## config.mk

```make
export PLATFORM = sky130hd
export DESIGN_NAME = ahb3lite_apb4_bridge
export DESIGN_NICKNAME = d
export VERILOG_FILES = /design/src/rtl/ahb3lite_pkg.sv /design/src/rtl/ahb3lite_apb4_bridge.sv
export SDC_FILE = /design/constraint.sdc
export NUM_CORES = 1
export LEC_CHECK = 0
export CAP_MARGIN = 30
export CORE_MARGIN = 4
export CORE_UTILIZATION = 37
export DETAILED_ROUTE_END_ITERATION = 6
export PLACE_DENSITY = 0.84
export SYNTH_ARGS = -nofsm -noshare
export SYNTH_HDL_FRONTEND = slang
export SYNTH_SLANG_ARGS = --single-unit
```

## constraint.sdc

```tcl
create_clock -name HCLK -period 2.9 [get_ports HCLK]
set_input_delay 0.29 -clock HCLK [delete_from_list [all_inputs] [get_ports HCLK]]
set_output_delay 0.29 -clock HCLK [all_outputs]
set_load 0.1 [all_outputs]
```

## src/rtl/ahb3lite_pkg.sv

```systemverilog
// rtl/ahb3lite_pkg.sv - shared AHB3-Lite / APB4 constants and helper functions
package ahb3lite_pkg;

  localparam logic [1:0] HTRANS_IDLE   = 2'b00;
  localparam logic [1:0] HTRANS_BUSY   = 2'b01;
  localparam logic [1:0] HTRANS_NONSEQ = 2'b10;
  localparam logic [1:0] HTRANS_SEQ    = 2'b11;

  localparam int PPROT_PRIVILEGED  = 0;
  localparam int PPROT_NONSECURE   = 1;
  localparam int PPROT_INSTRUCTION = 2;

  function automatic logic is_active_trans(input logic [1:0] htrans);
    return (htrans == HTRANS_NONSEQ) || (htrans == HTRANS_SEQ);
  endfunction

  function automatic logic hsize_legal(input logic [2:0] hsize, input logic [2:0] max_hsize);
    return hsize <= max_hsize;
  endfunction

  // Strobe for up to a 64-bit bus; callers keep the low HDATA_SIZE/8 bits.
  function automatic logic [7:0] gen_pstrb(input logic [2:0] hsize, input logic [2:0] haddr_lsbs);
    logic [3:0]  nbytes;
    logic [2:0]  offset;
    logic [15:0] mask;
    nbytes = 4'd1 << hsize[1:0];
    mask   = (16'd1 << nbytes) - 16'd1;
    offset = haddr_lsbs & ~3'(nbytes - 4'd1);
    return 8'(mask << offset);
  endfunction

endpackage

```

## src/rtl/ahb3lite_apb4_bridge.sv

```systemverilog
// rtl/ahb3lite_apb4_bridge.sv - AHB3-Lite slave to APB4 master bridge, one APB transfer per AHB beat
module ahb3lite_apb4_bridge
  import ahb3lite_pkg::*;
#(
  parameter int HADDR_SIZE = 32,
  parameter int HDATA_SIZE = 32,
  parameter int PADDR_SIZE = 16
) (
  input  logic                    HRESETn,
  input  logic                    HCLK,
  input  logic                    HSEL,
  input  logic [HADDR_SIZE-1:0]   HADDR,
  input  logic [HDATA_SIZE-1:0]   HWDATA,
  output logic [HDATA_SIZE-1:0]   HRDATA,
  input  logic                    HWRITE,
  input  logic [2:0]              HSIZE,
  input  logic [2:0]              HBURST,
  input  logic [3:0]              HPROT,
  input  logic [1:0]              HTRANS,
  input  logic                    HMASTLOCK,
  input  logic                    HREADY,
  output logic                    HREADYOUT,
  output logic                    HRESP,
  output logic                    PSEL,
  output logic                    PENABLE,
  output logic [2:0]              PPROT,
  output logic                    PWRITE,
  output logic [HDATA_SIZE/8-1:0] PSTRB,
  output logic [PADDR_SIZE-1:0]   PADDR,
  output logic [HDATA_SIZE-1:0]   PWDATA,
  input  logic [HDATA_SIZE-1:0]   PRDATA,
  input  logic                    PREADY,
  input  logic                    PSLVERR
);

  localparam int         STRB_W    = HDATA_SIZE / 8;
  localparam int         BYTES_LOG = $clog2(STRB_W);
  localparam logic [2:0] MAX_HSIZE = 3'(BYTES_LOG);
  localparam logic [2:0] LSB_MASK  = 3'((1 << BYTES_LOG) - 1);

  typedef enum logic [2:0] {
    ST_IDLE,
    ST_SETUP,
    ST_ACCESS,
    ST_ERR1,
    ST_ERR2
  } state_e;

  state_e                  state_q, state_d;
  logic [PADDR_SIZE-1:0]   paddr_q;
  logic                    pwrite_q;
  logic [STRB_W-1:0]       pstrb_q, pstrb_d;
  logic [2:0]              pprot_q, pprot_d;
  logic [HDATA_SIZE-1:0]   hrdata_q;
  logic                    hreadyout_q, hresp_q;
  logic                    accept;
  logic [7:0]              strb_full;
  logic                    unused_inputs;

  assign accept    = (state_q == ST_IDLE) & HSEL & HREADY & is_active_trans(HTRANS);
  assign strb_full = gen_pstrb(HSIZE, HADDR[2:0] & LSB_MASK);
  assign pstrb_d   = HWRITE ? strb_full[STRB_W-1:0] : '0;

  always_comb begin
    pprot_d                    = '0;
    pprot_d[PPROT_PRIVILEGED]  = HPROT[1];
    pprot_d[PPROT_NONSECURE]   = 1'b1;
    pprot_d[PPROT_INSTRUCTION] = ~HPROT[0];
  end

  always_ff @(posedge HCLK or negedge HRESETn) begin
    if (!HRESETn) state_q <= ST_IDLE;
    else          state_q <= state_d;
  end

  always_comb begin
    state_d = state_q;
    unique case (state_q)
      ST_IDLE:   if (accept) state_d = hsize_legal(HSIZE, MAX_HSIZE) ? ST_SETUP : ST_ERR1;
      ST_SETUP:  state_d = ST_ACCESS;
      ST_ACCESS: if (PREADY) state_d = PSLVERR ? ST_ERR1 : ST_IDLE;
      ST_ERR1:   state_d = ST_ERR2;
      ST_ERR2:   state_d = ST_IDLE;
      default:   state_d = ST_IDLE;
    endcase
  end

  always_comb begin
    PSEL    = 1'b0;
    PENABLE = 1'b0;
    unique case (state_q)
      ST_SETUP:  PSEL = 1'b1;
      ST_ACCESS: begin
        PSEL    = 1'b1;
        PENABLE = 1'b1;
      end
      default: ;
    endcase
  end

  // AHB response flags are registered from the next state so they line up with it.
  always_ff @(posedge HCLK or negedge HRESETn) begin
    if (!HRESETn) begin
      hreadyout_q <= 1'b1;
      hresp_q     <= 1'b0;
    end else begin
      hreadyout_q <= (state_d == ST_IDLE) || (state_d == ST_ERR2);
      hresp_q     <= (state_d == ST_ERR1) || (state_d == ST_ERR2);
    end
  end

  always_ff @(posedge HCLK or negedge HRESETn) begin
    if (!HRESETn) begin
      paddr_q  <= '0;
      pwrite_q <= 1'b0;
      pstrb_q  <= '0;
      pprot_q  <= '0;
    end else if (accept) begin
      paddr_q  <= HADDR[PADDR_SIZE-1:0];
      pwrite_q <= HWRITE;
      pstrb_q  <= pstrb_d;
      pprot_q  <= pprot_d;
    end
  end

  always_ff @(posedge HCLK or negedge HRESETn) begin
    if (!HRESETn) begin
      hrdata_q <= '0;
    end else if ((state_q == ST_ACCESS) && PREADY && !PSLVERR && !pwrite_q) begin
      hrdata_q <= PRDATA;
    end
  end

  assign HREADYOUT = hreadyout_q;
  assign HRESP     = hresp_q;
  assign HRDATA    = hrdata_q;
  assign PADDR     = paddr_q;
  assign PWRITE    = pwrite_q;
  assign PSTRB     = pstrb_q;
  assign PPROT     = pprot_q;
  // The master holds HWDATA stable while HREADYOUT is low, so it can pass straight through.
  assign PWDATA    = PSEL ? HWDATA : '0;

  assign unused_inputs = ^{HBURST, HMASTLOCK, HADDR, HPROT[3:2], strb_full};

endmodule

```

==> out/metrics.cfg <==
[die]
die_h_um=94.6
core_area_um2=7290
fp-row-count=31
die_area_um2=8960
pin_count=208
die_width_um=94.6
start_util=0.381

[layout]
area_growth_pct=84.4
fin_nets=514
multi_input_comb_area_um2=1160
drive_gt1_frac=0.408
diodes=0
seq_area_um2=1530
nFillCells=549

[yosys]
syn-num-nets=324
syn_avg_cell_area_um2=13.5
synthMuxAreaShare=0.243
synthArstFlopShare=1.00
yosysSeqAreaShare=0.550
synth_edf_count=0
synth-simple-area-share=0.121
synth.top_cells.by_count=dfrtp_1, and2_1, mux2_4
synth.distinct_cells=28
synth_top_family_by_area=multiplexers
syn_area_um2=2780
synth_xor_area_frac=0
yosysTopAreaCell=dfrtp_1
synth.most_common_cell=dfrtp_1
ys_seq_elements=61
synthAdderAreaFrac=0.0135
yosys_warnings=0
syn_inst=205
synth_top_area_frac=0.541
ys_top_cells_by_area=dfrtp_1, mux2_4, mux2_2, and2_1, buf_6
synthFlopType=dfrtp_1
synth_compound_area_frac=0.0392

[placement]
hpwl_um=6690
gp_congestion=0.847
io_buffer_count=184

[worst_setup_path]
worstSetupPathType=reg -> out
cp-startpoint=state_q[0]
crit_fanout=33
start_kind=flip-flop
critPathCaptureType=output port
crit_arrival_ps=1900
critPathRequiredTime_ps=2610
worstReg2RegStart=state_q[2]

[timing]
fin_crit_sh=0.756
finalSetupViolCount=0
skew_ps=10.2
finalHoldViolations=0
rsz0062_at_grt=false
fin_setup_tns_ps=0
layout_min_cycle_time_ps=2190
report.final.slew_viol_count=0
slew_headroom=0.356
tightest_slew_ps=966
max_freq_mhz=456

[clocking]
htree_levels=3
cts_tree=built
clkSinkCount=61
clkLatencyLatePin_ps=330
path_clk_slew_ps=60
cts_buffer_depth=2
root_buffer=clkbuf_8
cts_made_buffers=9

[detailed_routing]
wl_per_cell_um=16.6
routed_via_density=4.56
drc=0
finalWirelength_um=8270
firstDrtPassIters=6
vias=2273
drtAntennaViolNets=0
drt_iter0_drc=53

[run]
cap_viol_max_count=0

[global_route]
overflow=0
grt_util_all_layers=0.178
antenna_found_initial=0
grt_pass1_vias=2362
grt_max_degree=34
grt_first_pass_wirelength_um=12200

[hold_path]
hold_path_class=reg -> reg
min_from=PPROT[1]

[outcome]
outcome=finished, final reports clean

sequential cells by signal (all words and copies together), names as in the netlist:
name,count
PADDR,16
PSTRB,4
PWRITE,1
state_q,3
HRDATA,32
HREADYOUT,1
HRESP,1
PPROT,3
worst max-delay path, stage by stage (launching register included):
cell and delay [ps]:
dfrtp_1 400, inv_1 170, nand2_1 80, a21oi_1 170
buf_4 300, and2_1 260, buf_12 200
layout make-up:
type / instances / share of cell area
timing repair buffer: 190 / 0.404
clock inverter: 3 / 0.0132
clock buffer: 13 / 0.0310
inverter: 5 / 0.00366
sequential: 61 / 0.298
tap: 99 / 0.0242
multi-input combinational: 128 / 0.226
per-stage QoR:
stage | setup WS, ps | hold WS, ps | instances | instance area (µm²) | util
3_3_place_gp | 735 | 330 | 482 | 4890 | 0.670
6_report | 709 | 471 | 499 | 5120 | 0.702
4_1_cts | 696 | 475 | 499 | 5120 | 0.702
3_5_place_dp | 682 | 342 | 482 | 4890 | 0.670
2_1_floorplan | 373 | -5.59 | 205 | 2780 | -
5_1_grt | 588 | 497 | 499 | 5120 | 0.702
logic make-up after synthesis:
logic type      count (synthesis)
flops                          61
simple gates                   58
mux                            50
compound gates                 17
buf+inv                        16
fa+ha+maj                       3
layout by cell type, fill, tap and decap left out, drive strengths merged, types with 3 or more instances in the layout:
master         count
buf               98
clkdlybuf4s50     91
dfrtp             60
mux2              49
and2              32
clkbuf            13
nand2             11
o21ai              8
nand2b             6
inv                5
nand3              3
ha                 3
worst paths after layout:
kind                                   end  slack [ps]  cells past startpoint
worst min register to register    PPROT[1]         470                      1
worst max register to register  HRDATA[27]         870                      5
worst max-delay path             PWDATA[2]         710                      6
min in group asynchronous       HRDATA[24]         540                      3
worst min-delay path              PPROT[1]         470                      1
max in group asynchronous        HREADYOUT        2030                      3
what timing repair did:
action	4_1_cts	5_1_grt
gates resized for setup	0	0
hold buffers	1	0
hold endpoints to repair	55	0
buffers inserted	0	0
layer usage:
metal | GRT usage | share of wire | routed length, µm | vias up
met3 | 0.0510 | 0.074 | 613 | 10
met1 | 0.206 | 0.39 | 3190 | 1096
met4 | 0.0433 | 0.0099 | 82 | 0
li1 | - | - | - | 1074
met5 | 0 | 0 | 0 | -
met2 | 0.321 | 0.53 | 4380 | 93
Power is left out: the tool's default activity adds up to more than one toggle a clock period on the data nets, which glitch-free logic cannot reach.
